===== src/rtl/vga_fb_pkg.sv =====
// Shared constants and port-op encoding for the VGA framebuffer arbiter.
// Geometry is fixed at 640x480; the address math in fb_addr_calc relies on it.
package vga_fb_pkg;

    localparam logic [9:0]  H_ACTIVE  = 10'd640;
    localparam logic [9:0]  V_ACTIVE  = 10'd480;
    localparam int          FB_ADDR_W = 19;
    localparam int          FB_DATA_W = 8;
    localparam logic [18:0] FB_DEPTH  = 19'd307200;

    typedef enum logic [1:0] {
        OP_IDLE  = 2'd0,
        OP_READ  = 2'd1,
        OP_WRITE = 2'd2
    } port_op_t;

endpackage


===== src/rtl/vga_fb_arbiter_if.sv =====
// Pixel-writer valid/ready bus into the framebuffer arbiter.
// The writer side is the master; the arbiter is the slave and drives wr_ready.
interface vga_fb_arbiter_if #(
    parameter int ADDR_W = 19,
    parameter int DATA_W = 8
);
    logic              wr_valid;
    logic              wr_ready;
    logic [ADDR_W-1:0] wr_addr;
    logic [DATA_W-1:0] wr_data;

    modport master (output wr_valid, output wr_addr, output wr_data, input wr_ready);
    modport slave  (input wr_valid, input wr_addr, input wr_data, output wr_ready);
endinterface


===== src/rtl/fb_addr_calc.sv =====
// Linear framebuffer address y*640 + x built from shifts and adds, plus an
// in-range flag that marks the visible area.
module fb_addr_calc
    import vga_fb_pkg::*;
#(
    parameter int ADDR_W = FB_ADDR_W
) (
    input  logic [9:0]        x,
    input  logic [9:0]        y,
    output logic [ADDR_W-1:0] addr,
    output logic              in_range
);

    // 640 = 512 + 128, so the multiply collapses to two shifted copies of y.
    assign addr     = (ADDR_W'(y) << 9) + (ADDR_W'(y) << 7) + ADDR_W'(x);
    assign in_range = (x < H_ACTIVE) && (y < V_ACTIVE);

endmodule


===== src/rtl/vga_fb_arbiter.sv =====
// Single-port framebuffer arbiter: display fetch has priority, the writer gets the rest.
// Optional writer stall counter is built only when FB_STALL_CNT_EN is defined.
module vga_fb_arbiter
    import vga_fb_pkg::*;
#(
    parameter int ADDR_W = FB_ADDR_W,
    parameter int DATA_W = FB_DATA_W
) (
    input  logic              clk_50MHz,
    input  logic              rst_n,
    input  logic [9:0]        x_pos,
    input  logic [9:0]        y_pos,
    vga_fb_arbiter_if.slave   wr,
    output logic [ADDR_W-1:0] ram_addr,
    output logic              ram_we,
    output logic [DATA_W-1:0] ram_wdata,
    input  logic [DATA_W-1:0] ram_rdata,
    output logic [DATA_W-1:0] pix_data,
    output logic              pix_valid,
    output logic [15:0]       stall_cnt
);

    logic [9:0]        x_q;
    logic [ADDR_W-1:0] disp_addr;
    logic              disp_active;
    logic              x_evt;
    logic              disp_slot;
    logic              wr_fire;
    port_op_t          op_q, op_next;
    logic [ADDR_W-1:0] addr_next;
    logic              we_next;
    logic [DATA_W-1:0] wdata_next;
    logic              evt_d1, evt_d2, act_d2;

    fb_addr_calc #(.ADDR_W(ADDR_W)) u_addr_calc (
        .x        (x_pos),
        .y        (y_pos),
        .addr     (disp_addr),
        .in_range (disp_active)
    );

    // A pixel boundary is any cycle where x_pos differs from last cycle's copy.
    assign x_evt       = (x_pos != x_q);
    assign disp_slot   = disp_active && x_evt;
    assign wr.wr_ready = rst_n && !disp_slot;
    assign wr_fire     = wr.wr_valid && wr.wr_ready;

    always_comb begin
        op_next    = OP_IDLE;
        addr_next  = ram_addr;
        we_next    = 1'b0;
        wdata_next = ram_wdata;
        if (disp_slot) begin
            op_next   = OP_READ;
            addr_next = disp_addr;
        end else if (wr_fire) begin
            op_next    = OP_WRITE;
            addr_next  = wr.wr_addr;
            wdata_next = wr.wr_data;
            we_next    = (wr.wr_addr < ADDR_W'(FB_DEPTH));
        end
    end

    always_ff @(posedge clk_50MHz or negedge rst_n) begin
        if (!rst_n) begin
            op_q      <= OP_IDLE;
            ram_addr  <= '0;
            ram_we    <= 1'b0;
            ram_wdata <= '0;
            x_q       <= '0;
        end else begin
            op_q      <= op_next;
            ram_addr  <= addr_next;
            ram_we    <= we_next;
            ram_wdata <= wdata_next;
            x_q       <= x_pos;
        end
    end

    // Blanked boundaries travel the same pipeline so pixels and blanks share latency.
    always_ff @(posedge clk_50MHz or negedge rst_n) begin
        if (!rst_n) begin
            evt_d1    <= 1'b0;
            evt_d2    <= 1'b0;
            act_d2    <= 1'b0;
            pix_data  <= '0;
            pix_valid <= 1'b0;
        end else begin
            evt_d1 <= x_evt;
            evt_d2 <= evt_d1;
            act_d2 <= (op_q == OP_READ);
            if (evt_d2) begin
                pix_data  <= act_d2 ? ram_rdata : '0;
                pix_valid <= act_d2;
            end
        end
    end

`ifdef FB_STALL_CNT_EN
    always_ff @(posedge clk_50MHz or negedge rst_n) begin
        if (!rst_n) begin
            stall_cnt <= '0;
        end else if (wr.wr_valid && !wr.wr_ready && (stall_cnt != 16'hFFFF)) begin
            stall_cnt <= stall_cnt + 16'd1;
        end
    end
`else
    assign stall_cnt = '0;
`endif

endmodule


===== src/flat_wrapper.sv =====
// flat-port wrapper written by rule: the top's interface ports become plain ports
module vga_fb_arbiter_flat import vga_fb_pkg::*;
#(
    parameter int ADDR_W = FB_ADDR_W,
    parameter int DATA_W = FB_DATA_W
)
  (clk_50MHz, rst_n, x_pos, y_pos, ram_addr, ram_we, ram_wdata, ram_rdata, pix_data, pix_valid, stall_cnt, wr_wr_valid, wr_wr_addr, wr_wr_data, wr_wr_ready);
  vga_fb_arbiter_if #(.ADDR_W(ADDR_W), .DATA_W(DATA_W)) wr_i ();
  input  logic clk_50MHz;
  input  logic rst_n;
  input  logic [9:0] x_pos;
  input  logic [9:0] y_pos;
  output logic [ADDR_W-1:0] ram_addr;
  output logic ram_we;
  output logic [DATA_W-1:0] ram_wdata;
  input  logic [DATA_W-1:0] ram_rdata;
  output logic [DATA_W-1:0] pix_data;
  output logic pix_valid;
  output logic [15:0] stall_cnt;
  input wire logic [$bits(wr_i.wr_valid)-1:0] wr_wr_valid;
  input wire logic [$bits(wr_i.wr_addr)-1:0] wr_wr_addr;
  input wire logic [$bits(wr_i.wr_data)-1:0] wr_wr_data;
  output wire logic [$bits(wr_i.wr_ready)-1:0] wr_wr_ready;
  assign wr_i.wr_valid = wr_wr_valid;
  assign wr_i.wr_addr = wr_wr_addr;
  assign wr_i.wr_data = wr_wr_data;
  assign wr_wr_ready = wr_i.wr_ready;
  vga_fb_arbiter #(.ADDR_W(ADDR_W), .DATA_W(DATA_W)) u_core (.clk_50MHz(clk_50MHz), .rst_n(rst_n), .x_pos(x_pos), .y_pos(y_pos), .wr(wr_i), .ram_addr(ram_addr), .ram_we(ram_we), .ram_wdata(ram_wdata), .ram_rdata(ram_rdata), .pix_data(pix_data), .pix_valid(pix_valid), .stall_cnt(stall_cnt));
endmodule

===== config.mk =====
export PLATFORM = sky130hd
export DESIGN_NAME = vga_fb_arbiter_flat
export DESIGN_NICKNAME = d
export VERILOG_FILES = /design/src/rtl/vga_fb_pkg.sv /design/src/rtl/vga_fb_arbiter_if.sv /design/src/rtl/fb_addr_calc.sv /design/src/rtl/vga_fb_arbiter.sv /design/src/flat_wrapper.sv
export SDC_FILE = /design/constraint.sdc
export NUM_CORES = 1
export LEC_CHECK = 0
export CORE_ASPECT_RATIO = 0.5
export CORE_UTILIZATION = 44
export DETAILED_ROUTE_END_ITERATION = 8
export GPL_TIMING_DRIVEN = 1
export PLACE_DENSITY = 0.81
export RECOVER_POWER = 25
export SLEW_MARGIN = 30
export SYNTH_ARGS = -nofsm -noshare
export SYNTH_HDL_FRONTEND = slang
export SYNTH_SLANG_ARGS = --single-unit

===== constraint.sdc =====
create_clock -name clk_50MHz -period 1.89 [get_ports clk_50MHz]
set_input_delay 0.2835 -clock clk_50MHz [delete_from_list [all_inputs] [get_ports clk_50MHz]]
set_output_delay 0.2835 -clock clk_50MHz [all_outputs]
set_load 0.02 [all_outputs]

==> reports/metrics.yaml <==
logic_synthesis:
  seq_area_frac_synth: 0.4630
  synthCells: 262
  yosys_warnings: 0
  synthFlopType: "dfrtp_1"
  async_flop_share: 1.000
  avgSynthCellArea_sq_um: 10.73
  ys_seq_elements: 52
  synth_enable_flop_cells: 0
  synthDistinctLibCells: 39
  syn_area_sq_mm: 0.002810
floorplan:
  initial_core_util: 0.4602
  placementRows: 20
  die_h_um: 58.51
  ios: 112
  die_w_um: 115.0
  core_sq_mm: 0.006106
  die_area_sq_mm: 0.006730
global_routing:
  grt.met1_usage: 0.2646
  track_usage: 0.2180
  grt.overflow.total: 0
  grt_use_met3: 0.03399
  grt_pass1_vias: 2442
  grtUsageMet2: 0.4105
  grt_start_max_net_pins: 44
  busiest_layer: "met2"
  antenna_found_initial: 0
  grt_first_pass_wirelength_mm: 11.35
placed_design:
  dp_hpwl_mm: 5.402
  port_buffers: 95
  place_congestion: 0.7863
  dp_slack_ns: -0.9190
  dp.cells: 469
finish:
  syn_to_final_growth_pct: 62.02
  layout_common_cells: "74 x clkdlybuf4s50_1, 52 x dfrtp_1, 33 x buf_4"
  drive_gt1_frac: 0.2462
  fin_cells: 486
  antenna-diode-count: 0
  layout_commonest_cell: "clkdlybuf4s50_1"
  n_fill_cell: 428
  layout.nets: 476
pwr:
  switchingPower_mw: 1.106
  p_comb_frac: 0.373
  clkPwrFrac: 0.253
  cellLeakagePower_nw: 2.028
  p_per_area_mw_per_mm2: 778.1
  switching_share: 0.3123
  internal_power_mw: 2.436
  peakVddDrop_mv: 0.4094
  pwr-share-seq: 0.374
timing:
  setup_ws_ns: -0.1060
  min_period_over_period: 1.056
  drv_slew: 0
  fin_skew_ns: 0.006078
  rsz0062_at_grt: "yes"
  hold_viol_final: 0
  max_slew_margin: 0.6398
  setup_viol: 7
  max_freq_ghz: 0.5010
  min_period_ns: 1.996
  worstMarginPinSlew_ns: 0.5404
hold_path:
  min-delay-start: "x_pos[8]"
  hold_class: "primary input to register"
setup_path:
  crit_type: "register to primary output"
  critPathLaunch: "u_core.x_q[9]"
  required_ns: 1.61
  rr_startpoint: "u_core.x_q[9]"
  r2r_slack_ns: -0.01
  crit_chain: "xnor2_1, nand4_1, o31a_4, nor2b_1, buf_4"
  cp_max_fo: 3
  critPathSlowestCell: "o31a_4"
  crit_path_end_kind: "primary output"
  cp-start-kind: "register"
  cp.arrival_ns: 1.71
  crit_path_max_incr_delay_ns: 0.40
detailed_routing:
  vias: 2440
  drtPass1Iterations: 4
  wirelength_mm: 7.634
  post-route-drc-count: 0
  drt_iter0_markers: 59
  wire_per_inst_um: 15.71
  antenna_left: 0
  drt-vias-per-instance: 5.021
clock_network:
  path_clk_slew_ns: 0.07
  insertion_delay_ns: 0.29
  cts.sinks: 52
  cts_buffer_depth: 2
  cts_max_level: 2
  root_buffer: "clkbuf_16"
  cts_inserted_buffers: 5
  cts_tree: "built"
run_status:
  failed_checks: "setup timing"
  status: "finished, violations left"
run:
  max-cap-violations: 0
==> cells in the mapped netlist (all sizes together) (2+ instances only) <==
cell type / count / share of area
buf: 20 / 0.050
fa: 2 / 0.014
a31oi: 2 / 0.0045
a21o: 4 / 0.011
a21oi: 7 / 0.012
xor2: 3 / 0.0094
nor2: 3 / 0.0098
o21ai: 28 / 0.050
nand3: 9 / 0.016
nor4b: 2 / 0.0062
clkbuf: 5 / 0.0067
mux2: 9 / 0.036
mux2i: 14 / 0.050
and3: 6 / 0.013
nand2b: 2 / 0.0045
ha: 19 / 0.085
nor3: 3 / 0.0053
xnor2: 13 / 0.041
a211oi: 8 / 0.021
nand4: 3 / 0.0067
nor2b: 3 / 0.0067
dfrtp: 52 / 0.46
nand2: 17 / 0.023
inv: 16 / 0.021
==> layout make-up <==
type                       instances  area [sq um]  share of cell area
tap                               88         110.1             0.02418
clock buffer                       5         125.1             0.02748
clock inverter                     3         23.77            0.005221
timing repair buffer             137          1257              0.2762
sequential                        52          1301              0.2858
multi-input combinational        185          1665              0.3658
inverter                          16         70.07             0.01539
==> critical path: cells and delay by family (launching register included) <==
| kind | cells | cell delay (ns) |
|---|---|---|
| AOI/OAI and AO/OA | 1 | 0.40 |
| xor gates and xnor gates | 1 | 0.18 |
| buffers and inverters | 1 | 0.16 |
| DFF | 1 | 0.37 |
| and+or+nand+nor | 2 | 0.31 |
==> cell families after synthesis <==
kind of cell	after synthesis	synth area share
buf+inv	41	0.07792
fa+ha+maj	21	0.09884
compound gates	57	0.1233
mux	23	0.08593
xor+xnor	16	0.04987
flops	52	0.4630
simple gates	51	0.09974
other cells	1	0.001334
==> routing by layer <==
layer	wire [um]	vias up
li1	-	1158
met1	3333	1207
met2	3987	63
met3	201	12
met4	111	0
met5	0	-
==> power groups by stage <==
| stage | Clock, mW | Sequential (mW) | Combinational (mW) |
|---|---|---|---|
| floorplan | 0 | 1.49 | 0.442 |
| global placement | 0 | 1.33 | 1.13 |
| global route | 0.955 | 1.34 | 1.41 |
| finish | 0.895 | 1.33 | 1.32 |
| detailed placement | 0 | 1.34 | 1.16 |
| CTS | 0.906 | 1.32 | 1.23 |
==> registers in the layout, summed over array words and instances (netlist names) <==
register          flops
u_core.pix_valid      1
u_core.ram_addr      19
u_core.ram_we         1
u_core.x_q           10
u_core.evt_d1         1
u_core.ram_wdata      8
u_core.pix_data       8
u_core.act_d2         1
u_core.op_q           2
u_core.evt_d2         1
==> stage by stage <==
step | setup TNS [ns] | total power [mW] | hold WS [ns] | area [sq um] | utilization
6_report | -0.2119 | 3.543 | 0.2417 | 4553 | 0.7457
4_1_cts | -0.09967 | 3.460 | 0.2531 | 4392 | 0.7193
3_3_place_gp | -12.77 | 2.466 | 0.1225 | 4064 | 0.6656
5_1_grt | -0.9986 | 3.702 | 0.2420 | 4553 | 0.7457
3_5_place_dp | -14.29 | 2.500 | 0.1211 | 4064 | 0.6656
2_1_floorplan | -0.6112 | 1.928 | -0.01209 | 2912 | -
==> what timing repair did <==
action,CTS,global route
hold buffers,1,0
gates resized for setup,63,24
setup endpoints to repair,21,18
cloned,1,1
endpoints found under the hold margin,4,0
pin swaps,20,18
buffers inserted,2,5
==> worst paths after layout <==
kind | to | cells after the start
max in group asynchronous | u_core.ram_addr[4] | 4
setup / recovery | wr_wr_ready | 5
hold reg to reg | u_core.evt_d2 | 0
setup reg to reg | u_core.ram_wdata[2] | 6
min in group asynchronous | u_core.ram_addr[13] | 2
hold / removal | u_core.x_q[8] | 1
Note: power is estimated with default switching activity, not from simulation.
